<file path="src/rtl/hazard_stall_unit.sv">
//============================================================================
//  Module      : hazard_stall_unit
//  Description : ID-stage interlock. Stalls PC and IF/ID and bubbles ID/EX
//                for load-use, branch-compare-in-ID and MULT/DIV busy.
//                Owns the HI/LO busy FSM.
//                Optional macro HAZARD_STATS_EN adds stall statistics
//                counters (stat_lu_cnt, stat_md_cnt).
//  Revision    : 1.0  initial release
//============================================================================
`default_nettype none

module hazard_stall_unit #(
    parameter int MULT_CYCLES = 4,
    parameter int DIV_CYCLES  = 32
) (
    input  logic        clk,
    input  logic        rst_n,
    input  logic        id_valid,
    input  logic        id_flush,
    input  logic [5:0]  id_opcode,
    input  logic [5:0]  id_func,
    input  logic [4:0]  id_rs,
    input  logic [4:0]  id_rt,
    input  logic        ex_reg_write,
    input  logic        ex_mem_read,
    input  logic [4:0]  ex_write_reg,
    input  logic        mem_mem_read,
    input  logic [4:0]  mem_write_reg,
    output logic        stall_pc,
    output logic        stall_ifid,
    output logic        bubble_idex,
    output logic        md_busy,
    output logic        md_done
`ifdef HAZARD_STATS_EN
    ,
    output logic [31:0] stat_lu_cnt,
    output logic [31:0] stat_md_cnt
`endif
);

    localparam logic [5:0] c_MULT_LOAD = 6'(MULT_CYCLES - 1);
    localparam logic [5:0] c_DIV_LOAD  = 6'(DIV_CYCLES - 1);

    typedef enum logic [1:0] {
        ST_IDLE = 2'd0,
        ST_RUN  = 2'd1,
        ST_DONE = 2'd2
    } md_state_t;

    md_state_t  r_state;
    md_state_t  w_state_nxt;
    logic [5:0] r_cnt;
    logic [5:0] w_cnt_nxt;

    logic w_use_rs;
    logic w_use_rt;
    logic w_is_branch;
    logic w_is_mfhilo;
    logic w_is_md_op;
    logic w_id_live;
    logic w_match_ex;
    logic w_match_mem;
    logic w_lu;
    logic w_br_ex;
    logic w_br_ld;
    logic w_md;
    logic w_reg_cause;
    logic w_stall;
    logic w_issue;
    logic [5:0] w_md_load;

    // Decode which source registers the ID instruction reads
    always_comb begin
        w_use_rs    = 1'b0;
        w_use_rt    = 1'b0;
        w_is_branch = 1'b0;
        w_is_mfhilo = 1'b0;
        w_is_md_op  = 1'b0;
        if (id_opcode == 6'h00) begin
            w_is_md_op = (id_func[5:2] == 4'b0110);
            case (id_func)
                6'h00, 6'h02, 6'h03: w_use_rt = 1'b1;
                6'h08:               w_use_rs = 1'b1;
                6'h10, 6'h12:        w_is_mfhilo = 1'b1;
                default: begin
                    w_use_rs = 1'b1;
                    w_use_rt = 1'b1;
                end
            endcase
        end else begin
            case (id_opcode)
                6'h02, 6'h03, 6'h0F: ;
                6'h04, 6'h05: begin
                    w_use_rs    = 1'b1;
                    w_use_rt    = 1'b1;
                    w_is_branch = 1'b1;
                end
                default: begin
                    w_use_rs = 1'b1;
                    w_use_rt = (id_opcode[5:2] == 4'b1010);
                end
            endcase
        end
    end

    // Register dependency matching and stall cause combination
    always_comb begin
        w_id_live   = id_valid && !id_flush;
        w_match_ex  = (ex_write_reg != 5'd0) &&
                      ((w_use_rs && (id_rs == ex_write_reg)) ||
                       (w_use_rt && (id_rt == ex_write_reg)));
        w_match_mem = (mem_write_reg != 5'd0) &&
                      ((w_use_rs && (id_rs == mem_write_reg)) ||
                       (w_use_rt && (id_rt == mem_write_reg)));
        w_lu        = ex_mem_read && w_match_ex;
        w_br_ex     = w_is_branch && ex_reg_write && !ex_mem_read && w_match_ex;
        w_br_ld     = w_is_branch && mem_mem_read && w_match_mem;
        w_md        = (w_is_mfhilo || w_is_md_op) && md_busy && !md_done;
        w_reg_cause = w_id_live && (w_lu || w_br_ex || w_br_ld);
        w_stall     = w_id_live && (w_lu || w_br_ex || w_br_ld || w_md);
        // A stalled MULT/DIV is not issued; it retries once ID advances
        w_issue     = w_id_live && !w_stall && w_is_md_op;
        w_md_load   = id_func[1] ? c_DIV_LOAD : c_MULT_LOAD;
    end

    assign stall_pc    = w_stall;
    assign stall_ifid  = w_stall;
    assign bubble_idex = w_stall;
    assign md_busy     = (r_state != ST_IDLE);
    assign md_done     = (r_state == ST_DONE);

    // MULT/DIV occupancy state and countdown register
    always_ff @(posedge clk or negedge rst_n) begin
        if (!rst_n) begin
            r_state <= ST_IDLE;
            r_cnt   <= 6'd0;
        end else begin
            r_state <= w_state_nxt;
            r_cnt   <= w_cnt_nxt;
        end
    end

    // MULT/DIV next state: issue loads the count, RUN counts down to DONE
    always_comb begin
        w_state_nxt = r_state;
        w_cnt_nxt   = r_cnt;
        case (r_state)
            ST_IDLE: begin
                if (w_issue) begin
                    w_state_nxt = ST_RUN;
                    w_cnt_nxt   = w_md_load;
                end
            end
            ST_RUN: begin
                w_cnt_nxt = r_cnt - 6'd1;
                if (r_cnt <= 6'd1) begin
                    w_state_nxt = ST_DONE;
                end
            end
            ST_DONE: begin
                if (w_issue) begin
                    w_state_nxt = ST_RUN;
                    w_cnt_nxt   = w_md_load;
                end else begin
                    w_state_nxt = ST_IDLE;
                end
            end
            default: begin
                w_state_nxt = ST_IDLE;
                w_cnt_nxt   = 6'd0;
            end
        endcase
    end

`ifdef HAZARD_STATS_EN
    logic [31:0] r_stat_lu;
    logic [31:0] r_stat_md;

    // Count register-dependency stalls and stalls caused only by MULT/DIV busy
    always_ff @(posedge clk or negedge rst_n) begin
        if (!rst_n) begin
            r_stat_lu <= 32'd0;
            r_stat_md <= 32'd0;
        end else begin
            if (w_reg_cause) begin
                r_stat_lu <= r_stat_lu + 32'd1;
            end
            if (w_stall && !w_reg_cause) begin
                r_stat_md <= r_stat_md + 32'd1;
            end
        end
    end

    assign stat_lu_cnt = r_stat_lu;
    assign stat_md_cnt = r_stat_md;
`endif

endmodule

`default_nettype wire

</file>
<file path="config.mk">
export PLATFORM = sky130hd
export DESIGN_NAME = hazard_stall_unit
export DESIGN_NICKNAME = d
export VERILOG_FILES = /design/src/rtl/hazard_stall_unit.sv
export SDC_FILE = /design/constraint.sdc
export NUM_CORES = 1
export LEC_CHECK = 0
export CAP_MARGIN = 20
export CORE_ASPECT_RATIO = 1.1
export CORE_MARGIN = 5
export CORE_UTILIZATION = 40
export DETAILED_ROUTE_END_ITERATION = 16
export PLACE_DENSITY_LB_ADDON = 0.2
export SLEW_MARGIN = 40
export SYNTH_ARGS = -nofsm -noshare
export SYNTH_HDL_FRONTEND = slang
export SYNTH_SLANG_ARGS = --single-unit
export TNS_END_PERCENT = 20
</file>
<file path="constraint.sdc">
create_clock -name clk -period 2.8 [get_ports clk]
set_input_delay 0.56 -clock clk [delete_from_list [all_inputs] [get_ports clk]]
set_output_delay 0.56 -clock clk [all_outputs]
set_load 0.1 [all_outputs]
</file>
* Word-level counts from Yosys, hierarchy flattened
Index checks and enable logic that the tools add are counted.
W data, S select, Z words.
** Storage, ports and cells
- Input port bits :: 39
- RAM bits :: 0
- Bits in read-only memories :: 0
- Word-level logic and storage cells :: 84
- Bits in latches :: 0
- Output and inout bits :: 5
- Flip-flop bits (word level) :: 8
- Memories :: 0
** Cells by class
- Reduce and logical (&&, ||, !) cells :: 41
- Shift-type cells :: 0
- Bitwise operators :: 0
- Equality and inequality tests :: 21
- Multiply operators :: 0
- Div/mod/pow operators :: 0
- Order comparisons :: 1
- Add/subtract/negate cells :: 1
- Multiplexer cells :: 18
** Operator list (count)
- $eq A6 B2 Y1 const B :: 4
- $eq A5 B5 Y1 :: 4
- $logic_and A1 B1 Y1 :: 18
- $eq A6 B3 Y1 const B :: 2
- $eq A6 B4 Y1 const B :: 2
- $eq A6 B5 Y1 const B :: 2
- $logic_not A6 Y1 :: 2
- $pmux W6 S2 :: 1
- $mux W1 :: 11
- $reduce_bool A5 Y1 :: 2
- $le A6 B1 Y1 const B :: 1
- $logic_or A1 B1 Y1 :: 6
- $mux W6 :: 1
- $pmux W2 S3 :: 1
- $reduce_or A2 Y1 :: 3
- $reduce_or A3 Y1 :: 2
- $sub A6 B1 Y6 const B :: 1
- $mux W5 :: 1
- $reduce_or A5 Y1 :: 1
- $eq A4 B3 Y1 const B :: 1
- $eq A4 B4 Y1 const B :: 1
- $logic_not A1 Y1 :: 4
- $mux W2 :: 2
- $ne A2 B2 Y1 const B :: 2
- 7 further kinds :: 7

* Logic depth before layout (Yosys ltp)
- Depth after elaboration :: 17
- Mapped depth :: 8
- Gate-level depth less buffers :: 7

* Worst setup path before layout
No wires, ideal clock.
- Kind :: input to output
- Start :: input id_opcode[5]
- End :: output stall_ifid
- Path buffers :: 1
- Stages on the path :: 8
- Required time :: 2240 ps
- Arrival :: 3290 ps
- Path slack :: -1050 ps
- Cells stage by stage :: nor3_1 > nand3_1 > nor4_1 > a21oi_1 > o22ai_1 > a31oi_1 > nor2_1 > buf_4
** Between the ends
- Cells in the longest elaborated chain, start to end :: 12
- Elaborated cells on any way between the ends :: 38
- Classes of those cells :: eq/ne (6); mux (8); reduce/logical (24)
** Ends and longest elaborated chain
- start, declared :: RTL line 20 : input logic [5:0] id_opcode,
- $eq A6 B2 Y1, or another cell as far along :: RTL line 91 : case (id_opcode)
- $reduce_or A3 Y1 / $reduce_or A2 Y1 (equally long branches) :: RTL line 91
- $pmux W1 S2 / $mux W1 (equally long branches) :: RTL line 91
- $mux W1 :: RTL line 79 : if (id_opcode == 6'h00) begin
- $logic_and A1 B1 Y1, on equally long branches :: RTL line 111, 110
- $logic_or A1 B1 Y1 :: RTL line 110 : ((w_use_rs && (id_rs == ex_write_reg)) ||
- $logic_and A1 B1 Y1 :: RTL line 109 : w_match_ex = (ex_write_reg != 5'd0) &&
- $logic_and A1 B1 Y1, on equally long branches :: RTL line 115, 116
- $logic_or A1 B1 Y1 (2 in a row) :: RTL line 120 : w_stall = w_id_live && (w_lu || w_br_ex || w_br_ld || w_md);
- $logic_or A1 B1 Y1 * :: RTL line 120
- $logic_and A1 B1 Y1 * :: RTL line 120
- end, declared :: RTL line 30 : output logic stall_ifid,
Mark *: on every way between the ends. The rest lies on a longest branch, timed or not.

* Final worst setup path
- Start :: input id_opcode[0]
- End :: output bubble_idex
** Between the ends
- Cells in the longest elaborated chain, start to end :: 12
- Elaborated cells on any way between the ends :: 37
- Classes of those cells :: eq/ne (5); mux (8); reduce/logical (24)
** Ends and longest elaborated chain
- $eq A6 B2 Y1, or another cell as far along :: RTL line 91
- $reduce_or A3 Y1 / $reduce_or A2 Y1 (equally long branches) :: RTL line 91
- $pmux W1 S2 / $mux W1 (equally long branches) :: RTL line 91
- $mux W1 :: RTL line 79
- $logic_and A1 B1 Y1, on equally long branches :: RTL line 111, 110
- $logic_or A1 B1 Y1 :: RTL line 110
- $logic_and A1 B1 Y1 :: RTL line 109
- $logic_and A1 B1 Y1, on equally long branches :: RTL line 115, 116
- $logic_or A1 B1 Y1 (2 in a row) :: RTL line 120
- $logic_or A1 B1 Y1 * :: RTL line 120
- $logic_and A1 B1 Y1 * :: RTL line 120
- end, declared :: RTL line 31 : output logic bubble_idex,
Marked as above.

==> report_table.html <==
<table>
<tr><th>Metric</th><th>Value</th></tr>
<tr><th colspan="2">Timing</th></tr>
<tr><td>Setup-failing EPs final</td><td>0</td></tr>
<tr><td>Post-route clock skew</td><td>6.70 ps</td></tr>
<tr><td>Final hold violation count</td><td>0</td></tr>
<tr><td>Shortest period the worst path allows</td><td>2750 ps</td></tr>
<tr><td>Least-Margin Pin Slew</td><td>446 ps</td></tr>
<tr><td>Portion of the clock cycle consumed by the worst path in the final layout</td><td>98.2%</td></tr>
<tr><td>Timing-limited maximum frequency</td><td>364 MHz</td></tr>
<tr><td>Relative slew slack</td><td>70.3%</td></tr>
<tr><td>Slew Limit Fails</td><td>0</td></tr>
<tr><th colspan="2">Die</th></tr>
<tr><td>Die Footprint</td><td>0.00326 sq mm</td></tr>
<tr><td>Num ports</td><td>44</td></tr>
<tr><td>Total core area</td><td>0.00206 sq mm</td></tr>
<tr><td>Number of cell rows</td><td>17</td></tr>
<tr><td>Floorplan die height</td><td>59.4 microns</td></tr>
<tr><td>Die width</td><td>54.9 microns</td></tr>
<tr><td>Starting density of the core</td><td>42.9%</td></tr>
<tr><th colspan="2">GRT</th></tr>
<tr><td>Overall Global Routing Usage</td><td>19.3%</td></tr>
<tr><td>Congestion Overflow GR</td><td>0</td></tr>
<tr><td>Initial antenna violation count</td><td>0</td></tr>
<tr><td>Largest net degree at the start of global routing</td><td>12</td></tr>
<tr><td>Via count of the first global-routing pass</td><td>1126</td></tr>
<tr><td>First-pass GRT wire length</td><td>4.67 mm</td></tr>
<tr><th colspan="2">Power and ir drop</th></tr>
<tr><td>Combinational fraction of design power</td><td>42.8%</td></tr>
<tr><td>Leakage power of the design</td><td>0.787 nW</td></tr>
<tr><td>Switching power as a share of total power</td><td>29.8%</td></tr>
<tr><td>Register share of total power</td><td>32.5%</td></tr>
<tr><td>Pwr Density</td><td>211 mW/mm^2</td></tr>
<tr><td>Internal Dissipation</td><td>250 uW</td></tr>
<tr><td>Clock network power share</td><td>24.8%</td></tr>
<tr><td>Worst vdd rail ir drop</td><td>0.289 mV</td></tr>
<tr><td>Switching pwr</td><td>106 uW</td></tr>
<tr><td>Total power</td><td>357 uW</td></tr>
<tr><th colspan="2">Worst setup path</th></tr>
<tr><td>Type of element capturing the critical path</td><td>primary output</td></tr>
<tr><td>Worst setup path category</td><td>primary input to primary output</td></tr>
<tr><td>Worst setup SP type</td><td>primary input</td></tr>
<tr><td>Max FO, Critical Path</td><td>3</td></tr>
<tr><td>Data arrival at the endpoint of the critical path</td><td>2190 ps</td></tr>
<tr><td>FF-to-FF setup slack</td><td>1270 ps</td></tr>
<tr><td>WP data required</td><td>2240 ps</td></tr>
<tr><td>Worst r2r dst</td><td>r_cnt[3]$_DFFE_PN0P_</td></tr>
<tr><td>Reg-to-reg startpoint</td><td>r_state[0]$_DFFE_PN0P_</td></tr>
<tr><td>Worst-case reg-to-reg path depth</td><td>4</td></tr>
<tr><th colspan="2">CTS</th></tr>
<tr><td>Number of hold buffers added after CTS</td><td>0</td></tr>
<tr><td>TritonCTS buffer count</td><td>3</td></tr>
<tr><td>Number of buffers on the longest clock path</td><td>2</td></tr>
<tr><td>Clock tree from TritonCTS</td><td>yes</td></tr>
<tr><td>Sink Count</td><td>8</td></tr>
<tr><td>Clk Tree Root Cell</td><td>sky130_fd_sc_hd__clkbuf_4</td></tr>
<tr><td>Clock-pin slew on the worst setup and hold paths</td><td>60 ps</td></tr>
<tr><td>Clock latency of the later-clocked register in the worst-skew pair</td><td>260 ps</td></tr>
<tr><td>CTS H-tree lvls</td><td>1</td></tr>
<tr><th colspan="2">Logic synthesis</th></tr>
<tr><td>Top area cells in the synthesized netlist</td><td>sky130_fd_sc_hd__dfrtp_1 (23%), sky130_fd_sc_hd__xnor2_1 (19%), sky130_fd_sc_hd__xor2_1 (4.9%)</td></tr>
<tr><td>Syn Std Cell Area</td><td>886 sq um</td></tr>
<tr><td>Flop and latch count out of synthesis</td><td>8</td></tr>
<tr><td>Cell type with the highest aggregate area in the netlist</td><td>sky130_fd_sc_hd__dfrtp_1</td></tr>
<tr><td>Unique cell type count in the Yosys netlist</td><td>31</td></tr>
<tr><td>Number of synthesized flops with an enable pin</td><td>0</td></tr>
<tr><td>Main flop type after synthesis</td><td>sky130_fd_sc_hd__dfrtp_1</td></tr>
<tr><td>Share of Yosys cell area claimed by the top area cell type</td><td>22.6%</td></tr>
<tr><td>Syn Nets</td><td>150</td></tr>
<tr><td>Sequential fraction of the synthesis area</td><td>22.6%</td></tr>
<tr><td>Async SR Flop Fraction</td><td>100%</td></tr>
<tr><td>Synthesized instance count</td><td>109</td></tr>
<tr><td>Warning count from the yosys run</td><td>0</td></tr>
<tr><td>Mean post-synth cell area</td><td>8.13 sq um</td></tr>
<tr><th colspan="2">Placement</th></tr>
<tr><td>Number of input and output port buffers inserted</td><td>43</td></tr>
<tr><td>Instance area at placement</td><td>0.00154 sq mm</td></tr>
<tr><td>Detail Placement HPWL</td><td>2.40 mm</td></tr>
<tr><td>Post-placement cell count</td><td>198</td></tr>
<tr><td>Final weighted congestion in routability-driven placement</td><td>0.843</td></tr>
<tr><th colspan="2">Routing</th></tr>
<tr><td>Post-detailed-route count of antenna-violating nets</td><td>0</td></tr>
<tr><td>Via count of the routed design</td><td>1092</td></tr>
<tr><td>WL final</td><td>3.19 mm</td></tr>
<tr><td>Drt drc</td><td>0</td></tr>
<tr><td>Wire length per cell</td><td>15.4 microns</td></tr>
<tr><td>Routed via count divided by cell count</td><td>5.28</td></tr>
<tr><td>DR iter-0 viols</td><td>14</td></tr>
<tr><td>Count of TritonRoute iterations in the first routing pass</td><td>4</td></tr>
<tr><th colspan="2">Run</th></tr>
<tr><td>Number of maximum-capacitance violations</td><td>0</td></tr>
<tr><th colspan="2">Cells and area</th></tr>
<tr><td>Number of nets in the finished design</td><td>222</td></tr>
<tr><td>Number of antenna repair diodes</td><td>0</td></tr>
<tr><td>Highest-count cells in the layout ignoring fill and taps</td><td>sky130_fd_sc_hd__buf_4 (29), sky130_fd_sc_hd__xnor2_1 (17), sky130_fd_sc_hd__dlygate4sd2_1 (11)</td></tr>
<tr><td>Layout Cells excl Fill</td><td>207</td></tr>
<tr><td>Design area</td><td>0.00169 sq mm</td></tr>
<tr><td>Syn-to-layout area delta</td><td>90.8%</td></tr>
<tr><td>Most common cell after layout, fill and taps aside</td><td>sky130_fd_sc_hd__buf_4</td></tr>
<tr><td>Share of final-layout standard cells stronger than drive strength 1</td><td>41.3%</td></tr>
<tr><td>Post-layout utilization of the core</td><td>81.9%</td></tr>
<tr><th colspan="2">Hold path</th></tr>
<tr><td>Min-Delay Endpoint</td><td>r_state[1]$_DFFE_PN0P_</td></tr>
<tr><td>Worst hold path depth</td><td>1</td></tr>
<tr><td>Worst hold-check path type</td><td>register to register</td></tr>
<tr><td>Launch point of the worst hold path</td><td>r_cnt[5]$_DFFE_PN0P_</td></tr>
<tr><th colspan="2">Status</th></tr>
<tr><td>Result of the run</td><td>finished, final reports clean</td></tr>
</table>
worst max-delay path by stage:
| stage | slack, ps | from | endpoint | cells after the start |
|---|---|---|---|---|
| 4_1_cts | -50 | id_opcode[0] | bubble_idex | 9 |
| 3_3_place_gp | -310 | id_opcode[0] | bubble_idex | 9 |
| 5_1_grt | -40 | id_opcode[0] | bubble_idex | 9 |
| 3_5_place_dp | -330 | id_func[5] | bubble_idex | 9 |
| 2_1_floorplan | -4 | id_opcode[0] | stall_ifid | 8 |
| 6_report | 50 | id_opcode[0] | bubble_idex | 9 |
kinds of logic after synthesis:
| family | Yosys count | share of synthesized area [%] |
|---|---|---|
| compound gates | 19 | 14.4 |
| mux | 4 | 4.52 |
| simple gates | 46 | 28.5 |
| xor+xnor | 24 | 23.7 |
| fa+ha+maj | 2 | 2.82 |
| flops | 8 | 22.6 |
| buf+inv | 6 | 3.39 |
synth_stat cells, drive strengths merged, types with 3 or more instances:
library cell	count
nor4	3
nor2	9
or4	3
a21oi	6
nor3	7
o22ai	5
xor2	5
nand3	5
nand2	5
xnor2	19
nand2b	5
dfrtp	8
mux2i	4
power by group through the flow:
stage | sequential [mW] | clock [mW] | combinational (mW)
floorplan | 0.118 | 0 | 0.0444
detailed placement | 0.118 | 0 | 0.145
global route | 0.116 | 0.0994 | 0.163
global placement | 0.118 | 0 | 0.142
finish | 0.116 | 0.0884 | 0.152
CTS | 0.116 | 0.0904 | 0.143
flip-flops by register name, summed over array words and instances, names as in the netlist:
signal,cells
r_cnt,6
r_state,2
through the flow:
step / setup WS [ps] / setup TNS, ps / hold WS [ps]
final: 50.2 / 0 / 537
after global routing: -44.8 / -132 / 585
after CTS: -47.4 / -139 / 533
after global placement: -305 / -915 / 497
after floorplan: -3.74 / -7.48 / 264
after detailed placement: -331 / -991 / 525
layer usage:
layer | part of all wire, % | global-route usage, %
met3 | 5.8 | 4.79
met2 | 54 | 35.5
met5 | 0 | 0
met4 | 0.44 | 5.69
met1 | 39 | 20.9
cell type report:
cell class,count,area (sq um)
Inverter,2,7.51
Clock buffer,3,22.5
Fill cell,133,373
Timing Repair Buffer,71,627
Multi-Input combinational cell,95,798
Sequential cell,8,200
Tap cell,28,35.0
critical path: stages:
cell and delay (ps):
sky130_fd_sc_hd__buf_6 90, sky130_fd_sc_hd__or4_4 520, sky130_fd_sc_hd__a21oi_2 110, sky130_fd_sc_hd__o21ai_1 80, sky130_fd_sc_hd__a211oi_2 240, sky130_fd_sc_hd__o22ai_2 110
sky130_fd_sc_hd__a31oi_2 200, sky130_fd_sc_hd__nor2_4 100, sky130_fd_sc_hd__buf_12 170
repair_timing:
item / 4_1_cts / 5_1_grt
setup buffers: 5 / 1
gates resized for setup: 49 / 37
pin swaps: 16 / 15
setup endpoints to repair: 3 / 3
No activity file was read; power rests on OpenSTA's default activity.
